[src/rtl/uart_tx_scheduler.sv]
// Round-robin, packet-locked scheduler sharing one UART byte transmitter
// between NUM_CH requesters, with inter-byte guard gap and completion timeout.
module uart_tx_scheduler #(
    parameter int NUM_CH     = 4,
    parameter int GAP_CYCLES = 16,
    parameter int TIMEOUT    = 70000,
    parameter int TO_W       = 17
) (
    input  logic                  Clk,
    input  logic                  Rst_n,
    input  logic [NUM_CH-1:0]     req_valid,
    input  logic [8*NUM_CH-1:0]   req_data,
    input  logic [NUM_CH-1:0]     req_last,
    output logic [NUM_CH-1:0]     req_ready,
    input  logic [2:0]            cfg_baud_set,
    output logic [7:0]            tx_data_byte,
    output logic                  tx_send_en,
    output logic [2:0]            tx_baud_set,
    input  logic                  tx_done,
    input  logic                  tx_busy,
    output logic [NUM_CH-1:0]     grant,
    output logic                  busy,
    output logic                  err_timeout
);
    localparam int CW = (NUM_CH > 1) ? $clog2(NUM_CH) : 1;
    localparam int GW = (GAP_CYCLES > 1) ? $clog2(GAP_CYCLES + 1) : 1;

    typedef enum logic [1:0] {IDLE, SEND, WAIT, GAP} state_t;
    state_t state, state_nxt;

    logic [CW-1:0]   rr, g, arb_idx;
    logic            arb_hit, accept, done_prev, done_rise, to_hit, gap_exp, last_r;
    logic [TO_W-1:0] to_cnt;
    logic [GW-1:0]   gap_cnt;

    // Lowest offset from rr+1 wins: scan offsets high to low, last hit sticks.
    always_comb begin
        logic [CW-1:0] k;
        arb_hit = 1'b0;
        arb_idx = '0;
        k       = '0;
        for (int i = NUM_CH; i >= 1; i--) begin
            k = CW'((int'(rr) + i) % NUM_CH);
            if (req_valid[k]) begin
                arb_hit = 1'b1;
                arb_idx = k;
            end
        end
    end

    assign done_rise = tx_done & ~done_prev;
    assign accept    = (state == SEND) & ~tx_busy & ~tx_done & req_valid[g];
    assign to_hit    = (to_cnt == TO_W'(TIMEOUT - 1));
    // Gap lasts max(GAP_CYCLES,1) cycles.
    assign gap_exp   = (gap_cnt <= GW'(1));
    assign busy      = (state != IDLE);

    always_comb begin
        req_ready    = '0;
        req_ready[g] = accept;
    end

    always_ff @(posedge Clk or negedge Rst_n) begin
        if (!Rst_n) state <= IDLE;
        else        state <= state_nxt;
    end

    always_comb begin
        state_nxt = state;
        case (state)
            IDLE:    if (arb_hit) state_nxt = SEND;
            SEND:    if (accept) state_nxt = WAIT;
            WAIT: begin
                if (done_rise)   state_nxt = GAP;
                else if (to_hit) state_nxt = IDLE;
            end
            GAP:     if (gap_exp) state_nxt = last_r ? IDLE : SEND;
            default: state_nxt = IDLE;
        endcase
    end

    always_ff @(posedge Clk or negedge Rst_n) begin
        if (!Rst_n) begin
            rr           <= CW'(NUM_CH - 1);
            g            <= '0;
            grant        <= '0;
            tx_data_byte <= '0;
            tx_send_en   <= 1'b0;
            tx_baud_set  <= '0;
            err_timeout  <= 1'b0;
            last_r       <= 1'b0;
            done_prev    <= 1'b0;
            to_cnt       <= '0;
            gap_cnt      <= '0;
        end else begin
            done_prev   <= tx_done;
            tx_send_en  <= 1'b0;
            err_timeout <= 1'b0;
            case (state)
                IDLE: begin
                    tx_baud_set <= cfg_baud_set;
                    if (arb_hit) begin
                        g     <= arb_idx;
                        grant <= NUM_CH'(1) << arb_idx;
                    end
                end
                SEND: if (accept) begin
                    tx_data_byte <= req_data[8*g +: 8];
                    last_r       <= req_last[g];
                    tx_send_en   <= 1'b1;
                    to_cnt       <= '0;
                end
                WAIT: begin
                    // A completion edge on the timeout cycle still counts as success.
                    if (done_rise) begin
                        gap_cnt <= GW'(GAP_CYCLES);
                    end else if (to_hit) begin
                        err_timeout <= 1'b1;
                        grant       <= '0;
                        rr          <= g;
                    end else begin
                        to_cnt <= to_cnt + TO_W'(1);
                    end
                end
                GAP: begin
                    if (gap_exp) begin
                        if (last_r) begin
                            rr    <= g;
                            grant <= '0;
                        end
                    end else begin
                        gap_cnt <= gap_cnt - GW'(1);
                    end
                end
                default: ;
            endcase
        end
    end
endmodule

[config.mk]
export PLATFORM = sky130hd
export DESIGN_NAME = uart_tx_scheduler
export DESIGN_NICKNAME = d
export VERILOG_FILES = /design/src/rtl/uart_tx_scheduler.sv
export SDC_FILE = /design/constraint.sdc
export NUM_CORES = 1
export LEC_CHECK = 0
export CORE_ASPECT_RATIO = 1.1
export CORE_UTILIZATION = 50
export CTS_BUF_LIST = sky130_fd_sc_hd__clkbuf_8
export DETAILED_ROUTE_END_ITERATION = 10
export PLACE_DENSITY = 0.92
export SETUP_SLACK_MARGIN = 0.4
export SKIP_CTS_REPAIR_TIMING = 1
export SLEW_MARGIN = 40
export SYNTH_ARGS = -nofsm -noshare
export SYNTH_HDL_FRONTEND = slang
export SYNTH_SLANG_ARGS = --single-unit
[constraint.sdc]
create_clock -name Clk -period 1.99 [get_ports Clk]
set_input_delay 0.199 -clock Clk [delete_from_list [all_inputs] [get_ports Clk]]
set_output_delay 0.199 -clock Clk [all_outputs]
set_load 0.02 [all_outputs]
==> metrics.md <==
| Metric | Value |
|---|---|
| Top-area cell type share of the netlist area | 43.8% |
| Worst slack, placed | -343 ps |
| First-pass GRT wire length | 10.1 mm |
| Total Wirelength | 6.89 mm |
| Die area | 5440 µm² |
| Area Growth Syn to Fin | 45.0% |
| Rel. slew slack | 62.1% |
| Max-cap violation count | 0 |
| Synth cell count leaders | dfrtp_1 (45), nor2_1 (28), nand2_1 (13), nand3_1 (13), xor2_1 (12) |
| WP buf/inv | 1 |
| Die width | 70.4 µm |
| Setup violators final | 1 |
| Failing checks | hold timing, setup timing |
| Antenna Cells | 0 |
| Share of layout cells above drive strength 1 | 33.0% |
| Largest stage delay, worst path | 520 ps |
| WL per Instance | 18.2 µm |
| Final WS setup | -7.70 ps |
| Syn_nets | 282 |
| Initial antenna violation count | 0 |
| Num CTS Buffers | 5 |
| Placed Instance Area | 3400 µm² |
| Via count | 2239 |
| Die Y | 77.2 µm |
| Leakage | 1.57 nW |
| Vias/cell | 5.91 |
| CP required | 1790 ps |
| Clock Sink Count | 47 |
| Vias in the first global route | 2095 |
| Crit path max fanout | 5 |
| Gp weighted congestion | 0.809 |
| Starting Density | 51.8% |
| Max-slew violations | 0 |
| Area leader, netlist | dfrtp_1 |
| Ports | 69 |
| Synth area leaders | dfrtp_1 (44%), mux4_2 (7.0%), nor2_1 (4.1%) |
| Outcome | complete, but fails checks |
| # rows | 27 |
| Crit path kind | register to output pin |
| Buffers on Ports | 68 |
| Max IR drop VDD | 0.947 mV |
| ANT nets after route | 0 |
| Pwr Density | 1140 nW/µm² |
| Final period utilization | 100% |
| Hold Violations, Final | 45 |
| Hold WS | -20.6 ps |
| DR DRC count | 0 |
| CP arrival | 1800 ps |
| Slew @ Worst Pin | 569 ps |
| Post-synth cell types | 52 |
| Sequential fraction of the synthesis area | 45.8% |
| Clock transition at path regs | 80 ps |
| Syn Std Cell Area | 2570 µm² |
| Syn_area_per_cell | 11.1 µm² |
| Worst Skew | 5.51 ps |
| H-tree depth | 2 |
| DR pass1 iterations | 5 |
| Yosys reg bits | 47 |
| Largest net degree at the start of global routing | 48 |
| CTS Buffer Depth | 2 |
| Syn Inst Count | 232 |
| HP Class | input pin to asynchronous set/reset pin |
| Post-synth EDFFs | 0 |
| Yosys warns | 0 |
| Total GRT Usage | 24.0% |
| Startpoint types | register |
| Peak Freq | 501 MHz |
| Unrepaired setup endpoints after global routing | true |
| Crit path capture type | output pin |
| Most common cell in the synthesized netlist | dfrtp_1 |
| Post-synth ARST share | 100% |
| DRT iter0 DRCs | 123 |
| Root Driver | clkbuf_8 |
| CTS tree | done |
| Clk Latency, worst-skew pair | 300 ps |
| Grt ovf | 0 |
| CP max-delay cell | mux4_2 |
| Fin nets | 370 |
| Ys flop type | dfrtp_1 |
| Top delay family on crit path | multiplexers |
| DP HPWL | 4.65 mm |
| Tot Pwr | 4.24 mW |
| Core area | 4970 µm² |
| Final Critical Period | 2000 ps |
| Post-route cell area | 3730 µm² |
| Crit path cell chain | mux4_2 > and4b_2 > and3_4 > buf_6 |
## path summary, 6_finish.rpt
kind                                        startpoint                          to  slack, ps  cells past startpoint
worst max-delay path                  g[0]$_DFFE_PN0P_                req_ready[3]         -8                      4
worst min-delay path                             Rst_n       to_cnt[7]$_DFFE_PN0P_        -20                      2
worst max register to register        g[0]$_DFFE_PN0P_      to_cnt[16]$_DFFE_PN0P_         10                      6
worst min register to register  gap_cnt[4]$_DFFE_PN0P_      gap_cnt[4]$_DFFE_PN0P_        510                      1
max in group asynchronous                        Rst_n       to_cnt[5]$_DFFE_PN0P_       1600                      2
min in group Clk                       cfg_baud_set[1]  tx_baud_set[1]$_DFFE_PN0P_        500                      2
## cells in the final DEF (no fill, tap or decap), drive strengths merged, types with 3 or more instances in the layout
cell type	count
buf	30
nand2b	6
xor2	12
a21oi	4
and3	3
mux2	14
or2	3
nand4	8
clkdlybuf4s50	62
o21ai	12
mux4	10
ha	3
inv	7
nand3	13
clkbuf	8
o2bb2ai	4
dfrtp	45
nand2	13
nor2	28
## layout make-up
| type | count | area (µm²) |
|---|---|---|
| clock buffers | 7 | 96.3 |
| clock inverters | 1 | 3.75 |
| fillers | 313 | 1240 |
| inverters | 6 | 22.5 |
| multi-input cells | 166 | 1460 |
| flip-flops and latches | 47 | 1180 |
| well taps | 58 | 72.6 |
| repair buffers | 94 | 888 |
## layer usage
| metal | wire length, µm | GRT usage, % | vias up |
|---|---|---|---|
| met2 | 3780 | 42.9 | 107 |
| met4 | 152 | 9.40 | 0 |
| met3 | 355 | 5.12 | 17 |
| met5 | 0 | 0 | - |
| li1 | - | - | 1007 |
| met1 | 2600 | 27.8 | 1108 |
## where the power goes
part / switching (mW) / internal, mW / leakage, nW
Combinational: 0.983 / 1.14 / 0.914
Clock: 0.312 / 0.312 / 0.0557
Sequential: 0.233 / 1.26 / 0.595
## cell families after synthesis
group                      count (synthesis)  share of synthesized area [%]
AOI/OAI and AO/OA                         32                           8.51
muxes                                     26                           16.8
adders and majority gates                  3                           1.46
buffers and inverters                     19                           4.04
DFF                                       47                           45.8
xor gates and xnor gates                  14                           4.77
and+or+nand+nor                           91                           18.6
## registers in the layout (all words and copies together) (netlist names), 2 cells and up
signal        count
to_cnt           17
tx_data_byte      8
gap_cnt           5
grant             4
tx_baud_set       3
g                 2
rr                2
state             2
## stage by stage
step / util, % / cells / hold WS (ps) / TNS, ps
after floorplan: - / 232 / -96.6 / 0
after global placement: 68.5 / 360 / 319 / -1400
after detailed placement: 68.5 / 360 / 326 / -2010
after CTS: 70.5 / 368 / -1.10 / -1720
after global routing: 75.1 / 379 / 25.4 / -206
final: 75.1 / 379 / -20.6 / -7.70
Power figures use the tool's default switching activity.
